## config.mk

```make
export PLATFORM = sky130hd
export DESIGN_NAME = mem_arbiter
export DESIGN_NICKNAME = d
export VERILOG_FILES = /design/src/rtl/mem_bus_pkg.sv /design/src/rtl/mem_arbiter_rr_pick2.sv /design/src/rtl/mem_arbiter.sv
export SDC_FILE = /design/constraint.sdc
export NUM_CORES = 1
export LEC_CHECK = 0
export CORE_ASPECT_RATIO = 2
export CORE_MARGIN = 5
export CORE_UTILIZATION = 40
export CTS_CLUSTER_SIZE = 14
export DETAILED_ROUTE_END_ITERATION = 8
export PLACE_DENSITY = 0.81
export SLEW_MARGIN = 0
export SYNTH_ARGS = -nofsm -noshare
export SYNTH_HDL_FRONTEND = slang
export SYNTH_SLANG_ARGS = --single-unit
```

## constraint.sdc

```tcl
create_clock -name clk -period 2.2 [get_ports clk]
set_input_delay 0.44 -clock clk [delete_from_list [all_inputs] [get_ports clk]]
set_output_delay 0.44 -clock clk [all_outputs]
set_load 0.01 [all_outputs]
```

## src/rtl/mem_bus_pkg.sv

```systemverilog
// Shared memory-bus definitions: bus commands, arbiter FSM encoding and the
// fixed I/O register addresses decoded outside the arbiter.
package mem_bus_pkg;

  localparam logic [1:0] MNONE  = 2'b00;
  localparam logic [1:0] MWRITE = 2'b01;
  localparam logic [1:0] MREAD  = 2'b10;

  localparam logic [8:0] LED = 9'h100;
  localparam logic [8:0] SW  = 9'h140;

  typedef enum logic [1:0] {
    S_IDLE   = 2'b00,
    S_ACCESS = 2'b01,
    S_RESP   = 2'b10
  } state_t;

  // 2'b11 and MNONE are not transactions and must never win arbitration.
  function automatic logic is_active_cmd(input logic [1:0] cmd);
    return (cmd == MREAD) || (cmd == MWRITE);
  endfunction

endpackage

```

## src/rtl/mem_arbiter_rr_pick2.sv

```systemverilog
// Two-way round-robin pick: a lone eligible port wins outright, a tie goes to
// the port that was not granted last.
module rr_pick2 (
  input  logic [1:0] elig,
  input  logic       last,
  output logic       valid,
  output logic       pick
);

  always_comb begin
    valid = |elig;
    pick  = 1'b0;
    case (elig)
      2'b01:   pick = 1'b0;
      2'b10:   pick = 1'b1;
      2'b11:   pick = ~last;
      default: pick = 1'b0;
    endcase
  end

endmodule

```

## src/rtl/mem_arbiter.sv

```systemverilog
// Two-master arbiter for a single-outstanding shared memory bus.
// Handshake: reqN/cmdN/addrN/wdataN are held by the master until ackN, a one-cycle pulse; the bus is driven for exactly one ACCESS cycle.
module mem_arbiter
  import mem_bus_pkg::*;
#(
  parameter int AW = 9,
  parameter int DW = 16
) (
  input  logic          clk,
  input  logic          reset,
  input  logic          req0,
  input  logic [1:0]    cmd0,
  input  logic [AW-1:0] addr0,
  input  logic [DW-1:0] wdata0,
  output logic          ack0,
  output logic [DW-1:0] rdata0,
  input  logic          req1,
  input  logic [1:0]    cmd1,
  input  logic [AW-1:0] addr1,
  input  logic [DW-1:0] wdata1,
  output logic          ack1,
  output logic [DW-1:0] rdata1,
  output logic [1:0]    mem_cmd,
  output logic [AW-1:0] mem_addr,
  output logic [DW-1:0] w_data,
  input  logic [DW-1:0] r_data,
  output logic          busy,
  output state_t        dbg_state
);

  state_t     state, next_state;
  logic [1:0] elig;
  logic       pick_valid, pick;
  logic       last_gnt;
  logic       gnt;
  logic [1:0] cmd_q;

  assign elig = {req1 & is_active_cmd(cmd1), req0 & is_active_cmd(cmd0)};

  rr_pick2 u_pick (
    .elig  (elig),
    .last  (last_gnt),
    .valid (pick_valid),
    .pick  (pick)
  );

  always_ff @(posedge clk or negedge reset) begin
    if (!reset) state <= S_IDLE;
    else        state <= next_state;
  end

  always_comb begin
    next_state = state;
    case (state)
      S_IDLE:   if (pick_valid) next_state = S_ACCESS;
      S_ACCESS: next_state = S_RESP;
      S_RESP:   next_state = S_IDLE;
      default:  next_state = S_IDLE;
    endcase
  end

  // Bus command and acks decode straight from state so an asynchronous reset
  // drops them immediately, aborting an ACCESS before it reaches the RAM.
  always_comb begin
    mem_cmd = MNONE;
    ack0    = 1'b0;
    ack1    = 1'b0;
    busy    = (state != S_IDLE);
    case (state)
      S_ACCESS: mem_cmd = cmd_q;
      S_RESP: begin
        ack0 = ~gnt;
        ack1 = gnt;
      end
      default: ;
    endcase
  end

  assign dbg_state = state;

  // Granted transaction is latched at the grant edge; requester inputs are
  // ignored from then on.
  always_ff @(posedge clk or negedge reset) begin
    if (!reset) begin
      last_gnt <= 1'b1;
      gnt      <= 1'b0;
      cmd_q    <= MNONE;
      mem_addr <= '0;
      w_data   <= '0;
    end else if (state == S_IDLE && pick_valid) begin
      last_gnt <= pick;
      gnt      <= pick;
      cmd_q    <= pick ? cmd1 : cmd0;
      mem_addr <= pick ? addr1 : addr0;
      w_data   <= pick ? wdata1 : wdata0;
    end
  end

  // Read data arrives in the RESP cycle and is captured on the edge leaving it.
  always_ff @(posedge clk or negedge reset) begin
    if (!reset) begin
      rdata0 <= '0;
      rdata1 <= '0;
    end else if (state == S_RESP && cmd_q == MREAD) begin
      if (gnt) rdata1 <= r_data;
      else     rdata0 <= r_data;
    end
  end

endmodule

```

==> impl_results.rst <==
.. list-table::
   :header-rows: 1

   * - Metric
     - Value
   * - Clock tree from TritonCTS
     - done
   * - Headroom to the max-slew limit
     - between 70% and 80%
   * - Yosys warning count
     - 0
   * - Type of origin of the critical path
     - flop
   * - FF/Latch Area
     - around 1600 µm²
   * - Tcrit/Tclk final
     - 97.4%
   * - Io pins
     - 138
   * - Number of detailed-routing iterations run before antenna repair
     - 4
   * - Average wire length per cell after detail routing
     - 15.9 µm
   * - Number of buffers inserted by hold repair at cts
     - 1
   * - Layout cells sized above 1
     - between 10% and 20%
   * - CP Max Fanout
     - 5
   * - Die span in y
     - approximately 130 µm
   * - Cell count after synthesis
     - 214
   * - Clk pin slew, worst setup/hold paths
     - 0.05 ns
   * - Initial DRC Count
     - around 110
   * - Global Route met1 Usage
     - ~16%
   * - Outcome
     - finished, final reports clean
   * - Post-synthesis register bit count
     - 63
   * - Maximum clock rate
     - about 470 MHz
   * - Routed vias/inst
     - ~4.8
   * - Multi-input combinational cell area
     - roughly 1100 µm²
   * - First-pass GRT wire length
     - 11200 µm
   * - Leftover overflow at the end of global routing
     - 0
   * - Worst Clk Skew
     - between 0.005 and 0.006 ns
   * - Syn Area/Cell
     - 12.9 µm²
   * - Via total after detailed routing
     - about 2200
   * - Area growth from synthesis to final layout
     - 64.1%
   * - CP required
     - approximately 1.8 ns
   * - Net count after synthesis
     - between 200 and 300
   * - Max-slew violations
     - 0
   * - PwrDens
     - 1240 nW/µm²
   * - Routability congestion estimate
     - 0.776
   * - Number of rows created at floorplan
     - 42
   * - Total of fill cells in the finished design
     - about 550
   * - Residual antenna-violating net count after detailed routing
     - 0
   * - Seq/Total Area, Yosys
     - between 50 and 60%
   * - Total wirelength of the detailed-routed design
     - 7100 µm
   * - Max-cap violation count
     - 0
   * - Number of non-filler instances in the completed layout
     - about 450
   * - CORE AREA
     - between 6000 and 7000 µm²
   * - CTS Buffer Depth
     - 2
   * - Tot Pwr
     - 5.58 mW
   * - Number of library cell types mapped by synthesis
     - 31
   * - Busiest grt layer
     - met2
   * - Placed instance count
     - 432
   * - Starting utilization of the core area
     - between 40 and 50%
   * - Final worst setup slack
     - 0.0569 ns
   * - CP Class
     - reg -> out
   * - Total routing resource utilization after global routing
     - 17.6%
   * - Area share of the largest cell type after synthesis
     - 56.3%
   * - Kind of capture point of the worst setup path
     - output pin
   * - Worst setup timing slack at the placement stage
     - 0.0866 ns
   * - Leading cell types by total area after synthesis
     - sky130_fd_sc_hd__dfrtp_1, sky130_fd_sc_hd__mux2i_1, sky130_fd_sc_hd__mux2_2
   * - Sink count of the clock tree
     - 63
   * - Arrival @ worst endpoint
     - approximately 1.7 ns
   * - RSZ-0062 raised after global routing
     - no
   * - Worst Hold Class
     - reg -> reg
   * - Placed wire-length estimate after detailed placement
     - around 5500 µm
   * - Die W
     - just under 70 µm
   * - Antenna violations before repair
     - 0
   * - Post-synth top area cell
     - sky130_fd_sc_hd__dfrtp_1
   * - Actual slew at the worst max-slew pin
     - 0.433 ns
   * - Library cell used as clock root buffer
     - sky130_fd_sc_hd__clkbuf_16
   * - Maximum number of pins on one net before global-route repair
     - 58
   * - Final hold viol count
     - 0
   * - TritonCTS Buffers
     - 9
   * - Cell area after technology mapping
     - between 2000 and 3000 µm²
   * - Final min period
     - about 2.1 ns
   * - Met3 global-route usage
     - approximately 6.3%
   * - Die Footprint
     - 8740 µm²
   * - Number of setup buffers added after CTS
     - 0
   * - Leakage dissipation
     - between 2 and 2.5 nW
   * - Met2 GRT Util
     - around a third
   * - Resize count post-CTS
     - 0
   * - Via count of the first global-routing pass
     - 2380
   * - Final setup violation count
     - 0
   * - Number of H-tree levels
     - 3
   * - PortBufs
     - ~140
   * - Clock latency on the worst-skew pair
     - between 0.3 and 0.4 ns
   * - Remaining design rule violation count
     - 0
   * - Setup TNS
     - 0 ns
   * - Largest vdd supply drop
     - roughly 0.57 mV
   * - Total number of nets in the final design
     - 430
   * - Number of antenna diodes
     - 0
power breakdown:
part	internal [mW]	switching (mW)	leakage [nW]
registers	1.68	0.295	0.775
clock network	0.924	0.460	0.151
logic	1.38	0.839	1.17
critical path: stages (launching register included):
cell and delay, ns:
sky130_fd_sc_hd__dfrtp_1 0.45, sky130_fd_sc_hd__and2b_2 0.26, sky130_fd_sc_hd__and2_1 0.13, sky130_fd_sc_hd__clkdlybuf4s50_1 0.54
logic make-up (layout without fill, tap and decap cells):
logic type	count (synthesis)	after routing	synth area share, %
compound gates	33	33	6.63
xor+xnor	3	3	0.954
buf+inv	15	161	4.13
flops	63	63	57.3
mux	57	57	23.5
simple gates	43	43	7.45
per-stage QoR:
stage	instance area (µm²)	hold WS, ns	utilization (%)
2_1_floorplan	2750	0.144	-
3_3_place_gp	4210	0.289	63.1
3_5_place_dp	4210	0.293	63.1
4_1_cts	4520	0.480	67.7
5_1_grt	4520	0.503	67.7
6_report	4520	0.475	67.7
routing by layer:
layer	vias up	wire length, µm
met5	-	0
met4	0	152
met3	12	565
met2	96	4060
met1	1042	2320
li1	1022	-
cells in the mapped netlist:
library cell and n:
sky130_fd_sc_hd__a32oi_1 1, sky130_fd_sc_hd__mux2_2 22, sky130_fd_sc_hd__nor3_2 1, sky130_fd_sc_hd__dfrtp_1 62, sky130_fd_sc_hd__buf_2 3, sky130_fd_sc_hd__a211oi_1 1
sky130_fd_sc_hd__nand2_1 26, sky130_fd_sc_hd__o211ai_1 1, sky130_fd_sc_hd__xnor2_1 1, sky130_fd_sc_hd__clkbuf_1 3, sky130_fd_sc_hd__mux2i_1 25, sky130_fd_sc_hd__and2b_2 1
sky130_fd_sc_hd__o21ai_0 26, sky130_fd_sc_hd__nor2_1 6, sky130_fd_sc_hd__and2_1 2, sky130_fd_sc_hd__nand2b_1 2, sky130_fd_sc_hd__mux2_4 10, sky130_fd_sc_hd__a31oi_1 1
sky130_fd_sc_hd__nand3_1 1, sky130_fd_sc_hd__buf_4 2, sky130_fd_sc_hd__nand2b_4 1, sky130_fd_sc_hd__xor2_1 2, sky130_fd_sc_hd__buf_6 1, sky130_fd_sc_hd__inv_1 3
sky130_fd_sc_hd__buf_12 1, sky130_fd_sc_hd__nor3b_1 1, sky130_fd_sc_hd__dfstp_2 1, sky130_fd_sc_hd__and3b_1 1, sky130_fd_sc_hd__buf_8 2, sky130_fd_sc_hd__or3_1 1
sky130_fd_sc_hd__a21o_1 3
path summary, 6_finish.rpt:
check,endpoint,cells after the start,startpoint,slack (ns)
max in group asynchronous,last_gnt$_DFFE_PN1P_,3,reset,1.11
min in group asynchronous,rdata1[11]$_DFFE_PN0P_,2,reset,0.50
max,mem_cmd[1],3,dbg_state[1]$_DFFE_PN0P_,0.06
min,w_data[15]$_DFFE_PN0P_,2,w_data[15]$_DFFE_PN0P_,0.47
min reg2reg,w_data[15]$_DFFE_PN0P_,2,w_data[15]$_DFFE_PN0P_,0.47
max reg2reg,rdata1[8]$_DFFE_PN0P_,4,dbg_state[0]$_DFFE_PN0P_,0.59
registers in the layout (all words and copies together) (netlist names):
name	flops
cmd_q	2
dbg_state	2
gnt	1
last_gnt	1
mem_addr	9
rdata0	16
rdata1	16
w_data	16
layout make-up:
cell class / instances / area share [%]
Sequential cell: 63 / 34.9
Inverter: 3 / 0.249
Clock inverter: 4 / 0.997
Multi-Input combinational cell: 136 / 23.7
Timing Repair Buffer: 143 / 32.1
Clock buffer: 11 / 5.59
Tap cell: 88 / 2.44
cells in the final DEF, fill, tap and decap left out, types with 6 or more instances in the layout:
| master | count |
|---|---|
| sky130_fd_sc_hd__nand2_1 | 26 |
| sky130_fd_sc_hd__mux2_4 | 10 |
| sky130_fd_sc_hd__mux2_2 | 22 |
| sky130_fd_sc_hd__clkbuf_16 | 9 |
| sky130_fd_sc_hd__o21ai_0 | 26 |
| sky130_fd_sc_hd__dfrtp_1 | 62 |
| sky130_fd_sc_hd__clkdlybuf4s50_1 | 136 |
| sky130_fd_sc_hd__nor2_1 | 6 |
| sky130_fd_sc_hd__mux2i_1 | 25 |
(Power assumes the default switching activity.)
